--- config.mk ---
export PLATFORM = sky130hd
export DESIGN_NAME = fetch_unit
export DESIGN_NICKNAME = d
export VERILOG_FILES = /design/src/rtl/fetch_unit.sv
export SDC_FILE = /design/constraint.sdc
export NUM_CORES = 1
export LEC_CHECK = 0
export CAP_MARGIN = 20
export CELL_PAD_IN_SITES_DETAIL_PLACEMENT = 1
export CELL_PAD_IN_SITES_GLOBAL_PLACEMENT = 2
export CORE_AREA = 5 5 127 250
export DETAILED_ROUTE_END_ITERATION = 6
export DIE_AREA = 0 0 132 255
export GPL_TIMING_DRIVEN = 0
export PLACE_DENSITY_LB_ADDON = 0.1
export RECOVER_POWER = 100
export SYNTH_ARGS = -nofsm -noshare
export SYNTH_HDL_FRONTEND = slang
export SYNTH_SLANG_ARGS = --single-unit
--- constraint.sdc ---
create_clock -name clk -period 3.4 [get_ports clk]
set_clock_uncertainty 0.1 [all_clocks]
set_input_delay 1.02 -clock clk [delete_from_list [all_inputs] [get_ports clk]]
set_output_delay 1.02 -clock clk [all_outputs]
set_load 0.02 [all_outputs]
--- src/rtl/fetch_unit.sv ---
// Instruction fetch unit: single-outstanding-request fetcher feeding a QDEPTH-entry queue.
// Define FETCH_STALLCNT_EN to add the saturating stall_cnt output.
module fetch_unit #(
  parameter logic [31:0] RESET_PC = 32'h0000_0000,
  parameter int unsigned QDEPTH   = 2
) (
  input  logic        clk,
  input  logic        rst,
  output logic        imem_req,
  output logic [31:0] imem_addr,
  input  logic        imem_ack,
  input  logic [31:0] imem_rdata,
  input  logic        redirect,
  input  logic [31:0] redirect_pc,
  output logic        out_valid,
  input  logic        out_ready,
  output logic [31:0] out_instr,
  output logic [31:0] out_pc
`ifdef FETCH_STALLCNT_EN
  ,
  output logic [31:0] stall_cnt
`endif
);

  localparam int unsigned PW = (QDEPTH > 2) ? 2 : 1;
  localparam int unsigned CW = PW + 1;
  localparam logic [CW-1:0] DEPTH = CW'(QDEPTH);

  typedef enum logic [1:0] {
    S_RUN,
    S_WAIT,
    S_FLUSH
  } state_e;

  state_e      state_q, state_d;
  logic [31:0] fetch_pc_q, fetch_pc_d;
  logic        req_q, req_d;
  logic [31:0] addr_q, addr_d;

  logic [QDEPTH-1:0][31:0] instr_mem_q;
  logic [QDEPTH-1:0][31:0] pc_mem_q;
  logic [PW-1:0]           rd_ptr_q, wr_ptr_q;
  logic [CW-1:0]           count_q, count_d;

  logic push;
  logic pop;

  assign out_valid = (count_q != '0);
  assign pop       = out_valid & out_ready & ~redirect;
  assign imem_req  = req_q;
  assign imem_addr = addr_q;
  assign out_instr = instr_mem_q[rd_ptr_q];
  assign out_pc    = pc_mem_q[rd_ptr_q];

  always_comb begin
    // NOTE: every output of this block is defaulted first so no path can infer a latch.
    state_d    = state_q;
    fetch_pc_d = fetch_pc_q;
    req_d      = req_q;
    addr_d     = addr_q;
    push       = 1'b0;
    unique case (state_q)
      S_RUN: begin
        if (!redirect && (count_q < DEPTH)) begin
          req_d   = 1'b1;
          addr_d  = fetch_pc_q;
          state_d = S_WAIT;
        end
      end
      S_WAIT: begin
        if (imem_ack) begin
          req_d   = 1'b0;
          state_d = S_RUN;
          if (!redirect) begin
            push       = 1'b1;
            fetch_pc_d = addr_q + 32'd4;
          end
        end else if (redirect) begin
          state_d = S_FLUSH;
        end
      end
      S_FLUSH: begin
        if (imem_ack) begin
          req_d   = 1'b0;
          state_d = S_RUN;
        end
      end
      default: state_d = S_RUN;
    endcase
    // A redirect overrides any sequential PC advance, whatever the state.
    if (redirect) fetch_pc_d = redirect_pc & 32'hFFFF_FFFC;
  end

  always_comb begin
    count_d = count_q;
    if (redirect) begin
      count_d = '0;
    end else begin
      unique case ({push, pop})
        2'b10:   count_d = count_q + CW'(1);
        2'b01:   count_d = count_q - CW'(1);
        default: count_d = count_q;
      endcase
    end
  end

  always_ff @(posedge clk) begin
    if (rst) begin
      state_q    <= S_RUN;
      fetch_pc_q <= RESET_PC;
      req_q      <= 1'b0;
      addr_q     <= '0;
    end else begin
      state_q    <= state_d;
      fetch_pc_q <= fetch_pc_d;
      req_q      <= req_d;
      addr_q     <= addr_d;
    end
  end

  always_ff @(posedge clk) begin
    if (rst) begin
      rd_ptr_q    <= '0;
      wr_ptr_q    <= '0;
      count_q     <= '0;
      // NOTE: queue storage is reset because the head entry drives out_instr/out_pc directly.
      instr_mem_q <= '0;
      pc_mem_q    <= '0;
    end else begin
      count_q <= count_d;
      if (redirect) begin
        rd_ptr_q <= wr_ptr_q;
      end else begin
        if (push) begin
          instr_mem_q[wr_ptr_q] <= imem_rdata;
          pc_mem_q[wr_ptr_q]    <= addr_q;
          wr_ptr_q              <= wr_ptr_q + PW'(1);
        end
        if (pop) rd_ptr_q <= rd_ptr_q + PW'(1);
      end
    end
  end

`ifdef FETCH_STALLCNT_EN
  logic [31:0] stall_q;

  always_ff @(posedge clk) begin
    if (rst) begin
      stall_q <= '0;
    end else if (!out_valid && (stall_q != 32'hFFFF_FFFF)) begin
      stall_q <= stall_q + 32'd1;
    end
  end

  assign stall_cnt = stall_q;
`endif

endmodule

Word-level counts from Yosys, hierarchy flattened. Cells that the tools add are included.

Register bits after elaboration: 199. Input bits: 69. Output and inout port bits: 98. Word-level logic and storage cells: 75.

Add/sub/neg operators: 5. $lt $le $gt $ge: 4. Equality and inequality tests: 8. Mux-type cells: 25. Bitwise operators: 3. Reductions and logical operators: 18.

Operators with widths (number): 2-to-1 mux 32 bit (8); bitwise mux 64 bit (2); adder 32 x 3 -> 32 bit (second input constant) (1); demux 32 bit (select 1 bit) (1); nonzero test 2 bit (6); 2-to-1 mux 2 bit (4); AND reduction 2 bit (4); 2-to-1 mux 1 bit (7); one-hot mux 2 bit (3 select lines) (1); AND reduction 3 bit (2); == test 2 x 1 -> 1 bit (second input constant) (2); == test 2 bit (second input constant) (2); < comparator 1 x 2 -> 1 bit (second input constant) (2); inequality test 2 bit (second input constant) (2); one-hot mux 2 bit (2 select lines) (1); OR reduction 2 bit (2); inequality test 3 bit (second input constant) (1); adder 1 bit (second input constant) (2); adder 2 x 1 -> 2 bit (second input constant) (1); AND 1 bit (2); logical AND 1 bit (2); zero test 2 bit (1); < comparator 2 bit (second input constant) (1); inequality test 2 x 1 -> 1 bit (second input constant) (1); 5 further kinds (5).

Depth between registers and ports, before layout. Gate-level depths: netlist of run 1.

Word-level depth: 5. Mapped depth: 9. Depth with buffers taken out: 8.

Worst setup path before layout of run 1. Ideal clock, no wire load.

Path kind: input to register. Start point: input port redirect. End point: register count_q[1]. Setup time: 0.070 ns. Arrival time: 2.670 ns. Data required time: 3.230 ns. Setup slack: 0.560 ns. Stages on the path: 7. Path buffers: 3. Cell sequence: clkbuf_1 -> clkbuf_1 -> clkbuf_1 -> nor2_1 -> ha_1 -> or3_1 -> a21oi_1.

Longest elaborated chain between the ends: 5. Elaborated cells on any way between the ends: 10. Those cells by class: eq/ne (2); mux (4); bitwise (2); reduce/logical (2).

Ends and longest elaborated chain: start: declaration (RTL line 13) `input logic redirect,`; 2-to-1 mux 1 bit (RTL line 74) `if (!redirect) begin`; 2-to-1 mux 1 bit (RTL line 71) `if (imem_ack) begin`; 2-to-1 mux 1 bit (RTL line 62) `unique case (state_q)`; == test 2 x 1 -> 1 bit / == test 2 bit (equally long branches) (RTL line 99) `unique case ({push, pop})`; one-hot mux 2 bit (2 select lines) / nonzero test 2 bit (equally long branches); end signal: assignment (RTL line 130) `count_q <= count_d;`; end: declaration (RTL line 43) `logic [CW-1:0] count_q, count_d;`.

Parallel ways exist; a longest one is shown, timed or not. A chain may end at the register's enable or synchronous reset.

Worst setup path after layout of run 1.
Start point: register rd_ptr_q. End point: output port out_pc[22].

Longest elaborated chain between the ends: 2.

Ends and longest elaborated chain: start: declaration (RTL line 42) `logic [PW-1:0] rd_ptr_q, wr_ptr_q;`; start signal: assignment (RTL line 132) `rd_ptr_q <= wr_ptr_q;`; start signal: assignment (RTL line 139) `if (pop) rd_ptr_q <= rd_ptr_q + PW'(1);`; 2-to-1 mux 32 bit (implied by the code) (2 in a row) (RTL line 53) `assign out_pc = pc_mem_q[rd_ptr_q];`; end: declaration (RTL line 18) `output logic [31:0] out_pc`.

No other way between the ends. The select of a mux whose other input is x is not followed.

==> results of run 1 <==
## critical path, cell delays in order (launching register included)
cell and delay [ns]:
sky130_fd_sc_hd__dfxtp_1 0.34, sky130_fd_sc_hd__clkbuf_8 0.21, sky130_fd_sc_hd__clkbuf_4 0.25, sky130_fd_sc_hd__mux2_1 0.36, sky130_fd_sc_hd__clkdlybuf4s50_1 0.55
## sequential cells by signal, indices dropped and copies added (netlist names)
register     cells
instr_mem_q     64
pc_mem_q        64
fetch_pc_q      32
imem_addr       32
count_q          2
state_q          2
imem_req         1
rd_ptr_q         1
wr_ptr_q         1
## through the flow
step	instances	area (sq um)	total power, uW	util
final	1663	11500	5010	0.390
after floorplan	1104	8780	2700	-
after global routing	1663	11500	5190	0.390
after global placement	1632	10900	2970	0.368
after detailed placement	1633	10900	2970	0.369
after CTS	1663	11500	5080	0.391
## repair_timing
action	CTS	global route
hold buffers	0	0
resized for setup	19	1
setup endpoints to repair	77	1
## per-layer routing
metal / vias up / track usage / wire (um)
met5: - / 0 / 0
met2: 188 / 0.404 / 19500
met4: 0 / 0.0827 / 1120
met1: 4072 / 0.208 / 13000
li1: 4119 / - / -
met3: 47 / 0.0348 / 1110
## cell usage in the layout, fill, tap and decap left out, types with 5 or more instances in the layout
master	instances
sky130_fd_sc_hd__and2_1	5
sky130_fd_sc_hd__o311ai_0	7
sky130_fd_sc_hd__buf_2	5
sky130_fd_sc_hd__nor2_1	25
sky130_fd_sc_hd__nor4_1	7
sky130_fd_sc_hd__o21ai_0	9
sky130_fd_sc_hd__clkbuf_16	17
sky130_fd_sc_hd__ha_1	5
sky130_fd_sc_hd__clkbuf_1	76
sky130_fd_sc_hd__o211ai_1	14
sky130_fd_sc_hd__nand4_1	10
sky130_fd_sc_hd__clkbuf_2	5
sky130_fd_sc_hd__clkbuf_8	7
sky130_fd_sc_hd__nor3_1	5
sky130_fd_sc_hd__nand3_1	9
sky130_fd_sc_hd__dfxtp_1	199
sky130_fd_sc_hd__dlygate4sd3_1	48
sky130_fd_sc_hd__mux2_2	57
sky130_fd_sc_hd__a22oi_1	15
sky130_fd_sc_hd__or3_1	6
sky130_fd_sc_hd__inv_1	6
sky130_fd_sc_hd__a21oi_1	178
sky130_fd_sc_hd__nor2b_1	17
sky130_fd_sc_hd__nand2_1	354
sky130_fd_sc_hd__mux2_1	7
sky130_fd_sc_hd__clkdlybuf4s50_1	116
sky130_fd_sc_hd__xnor2_1	10
## area by class of cell
class / instances / area [sq um] / share of cell area
multi-input combinational: 804 / 4400 / 0.382
buffer: 94 / 422 / 0.0366
tap: 364 / 455 / 0.0395
inverter: 6 / 22.5 / 0.00196
clock inverter: 8 / 96.3 / 0.00836
sequential: 199 / 3980 / 0.346
clock buffer: 23 / 488 / 0.0424
timing repair buffer: 165 / 1650 / 0.143
## how the worst min path moves through the flow
stage / slack, ns / endpoint / cells past startpoint / startpoint
CTS: 0.35 / imem_addr[7]$_SDFFE_PP0P_ / 2 / fetch_pc_q[7]$_SDFFE_PP0P_
finish: 0.35 / imem_addr[31]$_SDFFE_PP0P_ / 2 / fetch_pc_q[31]$_SDFFE_PP0P_
detailed placement: 0.34 / imem_addr[7]$_SDFFE_PP0P_ / 2 / fetch_pc_q[7]$_SDFFE_PP0P_
floorplan: 0.33 / imem_addr[13]$_SDFFE_PP0P_ / 2 / fetch_pc_q[13]$_SDFFE_PP0P_
global route: 0.37 / pc_mem_q[54]$_SDFFE_PP0P_ / 2 / pc_mem_q[54]$_SDFFE_PP0P_
global placement: 0.34 / imem_addr[7]$_SDFFE_PP0P_ / 2 / fetch_pc_q[7]$_SDFFE_PP0P_
## power breakdown
group	internal, uW	leakage [uW]	switching, uW	total (uW)
sequential	2380	0.00161	45.0	2420
combinational	194	0.00205	286	480
clock	1160	0.000289	946	2100
total	3730	0.00395	1280	5010
## kinds of logic (layout without fill, tap and decap cells)
logic type      Yosys count  in the layout
compound gates          247            247
xor+xnor                 11             11
fa+ha+maj                 5              5
buf+inv                 101            296
flops                   199            199
mux                      66             66
simple gates            475            475
==> metrics.md, run 1 <==
| Metric | Value |
|---|---|
| Crit Path Max Fanout | `10` |
| Root Driver | `sky130_fd_sc_hd__clkbuf_16` |
| Number of primary I/O pins | `167` |
| Gate Count Post-Synth | `1104` |
| Max-cap check violation count | `0` |
| Maximum clock rate | `304 MHz` |
| Number of flops mapped to enable cells by yosys | `0` |
| Die span in y | `255 um` |
| Count of clock tree sinks | `199` |
| Sum of overflow across all layers after global routing | `0` |
| Final weighted congestion of routability-driven global placement | `0.825` |
| # DRC | `0` |
| Number of max-slew violations in the final report | `0` |
| Share of post-route cells with drive strength above 1 | `0.0893` |
| Register area share after synthesis | `0.454` |
| Die footprint | `33700 sq um` |
| Class of the worst hold path | `flip-flop to flip-flop` |
| Port-buffer cells | `164` |
| Proportion of synthesized flip-flops having asynchronous set or reset | `0` |
| Data required, critical path | `2.28 ns` |
| Crit. Startpoint | `rd_ptr_q$_SDFFE_PP0P_` |
| Initial antenna violation count | `0` |
| Drt pass-1 iters | `4` |
| Sum of net half-perimeters after detailed placement | `26100 um` |
| WHS | `0.346 ns` |
| Portion of netlist area occupied by mux cells | `0.0844` |
| Setup repair after global routing missed its margin | `false` |
| Accumulated negative setup slack | `0 ns` |
| Clock tree from TritonCTS | `done` |
| Count of state elements after synthesis | `199` |
| Period utilization | `0.969` |
| Arrival time of data at the critical path endpoint | `2.17 ns` |
| Worst skew pair latency | `0.45 ns` |
| Largest family of logic cells by synthesized area | `simple AND/OR/NAND/NOR gates` |
| Flop-to-flop setup slack | `0.67 ns` |
| Number of H-tree levels | `4` |
| Count of endpoints failing hold in the final timing report | `0` |
| Result of the run | `finished, final reports clean` |
| Capturing element of the worst setup path | `out_pc[22]` |
| Critical Path Source Type | `flip-flop` |
| Library cell with the largest summed area after synthesis | `sky130_fd_sc_hd__dfxtp_1` |
| Vias after detailed routing | `8426` |
| Worst-case clock buffer depth | `2` |
| Mapped Avg Cell Area | `7.95 sq um` |
| Post-Synthesis Cell Area | `8780 sq um` |
| Post-Synth Adder-Cell Area | `0.00713` |
| Effective utilization at floorplan | `0.297` |
| Average vias per placed instance | `5.07` |
| PnR worst setup slack | `0.106 ns` |
| Dominant cell by count in the synthesized netlist | `sky130_fd_sc_hd__nand2_1` |
| Critical path endpoint category | `output port` |
| Initial DRC count | `307` |
| Setup slack after placement | `-0.893 ns` |
| WS Path Type | `flip-flop to output port` |
| Number of nets in the final layout | `1361` |
| Total CTS buffers | `17` |
| Setup Viol. Count Final | `0` |
| Count of unique library cells instantiated by Yosys | `56` |
| Antenna Diode Count | `0` |
| Max-Slew Margin vs Limit | `0.252` |
| Most instantiated cells after synthesis | `sky130_fd_sc_hd__nand2_1, sky130_fd_sc_hd__dfxtp_1, sky130_fd_sc_hd__a21oi_1` |
| Overall global routing resource usage | `0.204` |
| Xor and xnor fraction of the mapped netlist area | `0.0110` |
| Synthesis-to-finish area growth | `31.2%` |
| Clock slew seen by the registers of the worst setup and hold paths | `0.07 ns` |
| Yosys top cell area share | `0.454` |
| Complex-gate fraction of the synthesized area | `0.161` |
| Number of warnings reported in the yosys synthesis log | `0` |
| Via count of the first global-routing pass | `8935` |
| VDD IR max | `0.000322 V` |
| Simple-gate share of the synthesized area | `0.237` |
| Detail-routed net length per standard cell | `20.9 um` |
| DRT antenna net count | `0` |
| Buffer count from post-CTS setup fixing | `0` |
| Die width | `132 um` |
| Static Leakage | `0.00395 uW` |
| Pwr per Cell Area | `435 nW/um^2` |
| First-pass GRT wire length | `52800 um` |
| Transition at the pin with the smallest max-transition slack | `1.11 ns` |
| Top cells by area in the synthesized netlist | `sky130_fd_sc_hd__dfxtp_1, sky130_fd_sc_hd__nand2_1, sky130_fd_sc_hd__a21oi_1` |
| Worst reg2reg path endpoint | `pc_mem_q[18]$_SDFFE_PP0P_` |
| Number of rows in the core area | `89` |
| Standard cell core area | `29500 sq um` |
| Most instantiated flip-flop cell in the synthesis netlist | `sky130_fd_sc_hd__dfxtp_1` |
| Post-Syn Nets | `1178` |
| Detailed-route wire length | `34700 um` |
| Count of fill cells added during filler insertion | `3543` |
| Maximum number of pins on one net before global-route repair | `17` |
| Register-to-Register Path Depth | `9` |
| Clock period minus final worst setup slack | `3.29 ns` |
| Start of the worst register-to-register path | `state_q[1]$_SDFFE_PP0P_` |
Note: power is estimated with default switching activity, not from simulation.
==> inputs of run 2 (changes only) <==
Settings changed: SLEW_MARGIN set to 20.
==> run 2 against run 1 <==
Against the previous run: clock power rose by 9.5%; first-iteration DRC count fell by 22%; non-clock buffer count rose by 1; critical path type unchanged; largest power group unchanged; highest routed layer unchanged.
==> metrics.md, run 2 (same netlist as run 1, synthesis figures left out) <==
| Metric | Value |
|---|---|
| Effective utilization at floorplan | `0.297` |
| Number of primary I/O pins | `167` |
| Max-Slew Margin vs Limit | `0.484` |
| Die footprint | `33700 sq um` |
| Clock tree from TritonCTS | `done` |
| Static Leakage | `0.00401 uW` |
| Setup Viol. Count Final | `0` |
| Initial DRC count | `238` |
| Count of fill cells added during filler insertion | `3551` |
| Accumulated negative setup slack | `0 ns` |
| Share of post-route cells with drive strength above 1 | `0.0892` |
| Vias after detailed routing | `8402` |
| PnR Total Power | `5200 uW` |
| WS Path Type | `flip-flop to output port` |
| Flop-to-flop setup slack | `0.67 ns` |
| Data required, critical path | `2.28 ns` |
| Total CTS buffers | `17` |
| Average vias per placed instance | `5.05` |
| Count of clock tree sinks | `199` |
| Hold path start | `fetch_pc_q[7]$_SDFFE_PP0P_` |
| Critical path endpoint category | `output port` |
| Root Driver | `sky130_fd_sc_hd__clkbuf_16` |
| Drt pass-1 iters | `4` |
| Critical Path Source Type | `flip-flop` |
| Worst-case clock buffer depth | `2` |
| Worst reg2reg path endpoint | `pc_mem_q[7]$_SDFFE_PP0P_` |
| Number of H-tree levels | `4` |
| Final weighted congestion of routability-driven global placement | `0.825` |
| Period utilization | `0.980` |
| Crit Path Max Fanout | `10` |
| Maximum clock rate | `300 MHz` |
| Die span in y | `255 um` |
| Most common library cell in the layout ignoring fill and taps | `sky130_fd_sc_hd__nand2_1` |
| Class of the worst hold path | `flip-flop to flip-flop` |
| First-pass GRT wire length | `52600 um` |
| Number of rows in the core area | `89` |
| Pwr per Cell Area | `448 nW/um^2` |
| Number of nets in the final layout | `1362` |
| Regs by FF count | `instr_mem_q: 64 flops, pc_mem_q: 64 flops` |
| VDD IR max | `0.000328 V` |
| Max-cap check violation count | `0` |
| Maximum number of pins on one net before global-route repair | `17` |
| Setup repair after global routing missed its margin | `false` |
| Transition at the pin with the smallest max-transition slack | `0.764 ns` |
| Via count of the first global-routing pass | `8908` |
| Antenna Diode Count | `0` |
| Count of endpoints failing hold in the final timing report | `0` |
| Port-buffer cells | `164` |
| # DRC | `0` |
| Area occupied by multi-input gates | `4390 sq um` |
| Sum of net half-perimeters after detailed placement | `26200 um` |
| Sum of overflow across all layers after global routing | `0` |
| Most frequent cells in the layout | `sky130_fd_sc_hd__nand2_1, sky130_fd_sc_hd__dfxtp_1, sky130_fd_sc_hd__a21oi_1` |
| Synthesis-to-finish area growth | `32.1%` |
| Clock period minus final worst setup slack | `3.33 ns` |
| Result of the run | `finished, final reports clean` |
| Arrival time of data at the critical path endpoint | `2.21 ns` |
| Detail-routed net length per standard cell | `20.7 um` |
| Standard cell core area | `29500 sq um` |
| DRT antenna net count | `0` |
| Detailed-route wire length | `34500 um` |
| Start of the worst register-to-register path | `state_q[1]$_SDFFE_PP0P_` |
| Initial antenna violation count | `0` |
| Overall global routing resource usage | `0.203` |
| Clock slew seen by the registers of the worst setup and hold paths | `0.07 ns` |
| Die width | `132 um` |
| Number of cells traversed by the worst hold path | `2` |
| Worst Hold Path EP | `imem_addr[7]$_SDFFE_PP0P_` |
| FF/Latch Area | `3980 sq um` |
| Register-to-Register Path Depth | `9` |
| Worst skew pair latency | `0.45 ns` |
| Number of max-slew violations in the final report | `0` |
run 2: report_power, final:
group,leakage [uW],internal [uW],switching (uW),total (uW)
Sequential,0.00161,2380,45.2,2420
Clock,0.000316,1350,952,2300
Combinational,0.00209,193,284,477
run 2: how the worst max path moves through the flow:
stage,start,end,slack [ns],cells after the start
final,rd_ptr_q$_SDFFE_PP0P_,out_instr[28],0.07,4
after global routing,redirect,pc_mem_q[3]$_SDFFE_PP0P_,0.002,8
after CTS,redirect,count_q[1]$_SDFFE_PP0P_,0.004,8
after detailed placement,redirect,count_q[1]$_SDFFE_PP0P_,-0.88,8
after global placement,redirect,pc_mem_q[31]$_SDFFE_PP0P_,-0.94,6
after floorplan,redirect,count_q[1]$_SDFFE_PP0P_,0.56,7
run 2: metrics by stage:
| stage | setup slack, ns | util | hold slack, ns | instance area [sq um] | std cells |
|---|---|---|---|---|---|
| 6_report | 0.0690 | 0.393 | 0.354 | 11600 | 1665 |
| 5_1_grt | 0.00219 | 0.393 | 0.369 | 11600 | 1665 |
| 4_1_cts | 0.00402 | 0.394 | 0.351 | 11600 | 1665 |
| 3_5_place_dp | -0.877 | 0.369 | 0.342 | 10900 | 1634 |
| 3_3_place_gp | -0.939 | 0.368 | 0.336 | 10900 | 1632 |
| 2_1_floorplan | 0.560 | - | 0.327 | 8780 | 1104 |
run 2: routing by layer:
| layer | vias up | GRT usage | part of all wire |
|---|---|---|---|
| met3 | 44 | 0.0368 | 0.035 |
| li1 | 4119 | - | - |
| met1 | 4073 | 0.206 | 0.37 |
| met2 | 166 | 0.404 | 0.56 |
| met5 | - | 0 | 0 |
| met4 | 0 | 0.0771 | 0.032 |
run 2: layout make-up:
class,instances,share of cell area
Multi-Input combinational cell,804,0.379
Sequential cell,199,0.344
Timing Repair Buffer,166,0.143
Clock buffer,20,0.0394
Tap cell,364,0.0393
Buffer,94,0.0373
Clock inverter,12,0.0170
Inverter,6,0.00194
run 2: worst max-delay path, stage by stage (launching register included):
cell,delay [ns]
sky130_fd_sc_hd__dfxtp_1,0.34
sky130_fd_sc_hd__clkbuf_8,0.22
sky130_fd_sc_hd__clkbuf_8,0.21
sky130_fd_sc_hd__mux2_2,0.34
sky130_fd_sc_hd__dlygate4sd3_1,0.65
run 2: what timing repair did:
| item | in CTS | in global routing |
|---|---|---|
| setup endpoints to repair | 70 | 1 |
| hold buffers | 0 | 0 |
| resized for setup | 21 | 2 |
| buffers inserted | 0 | 0 |
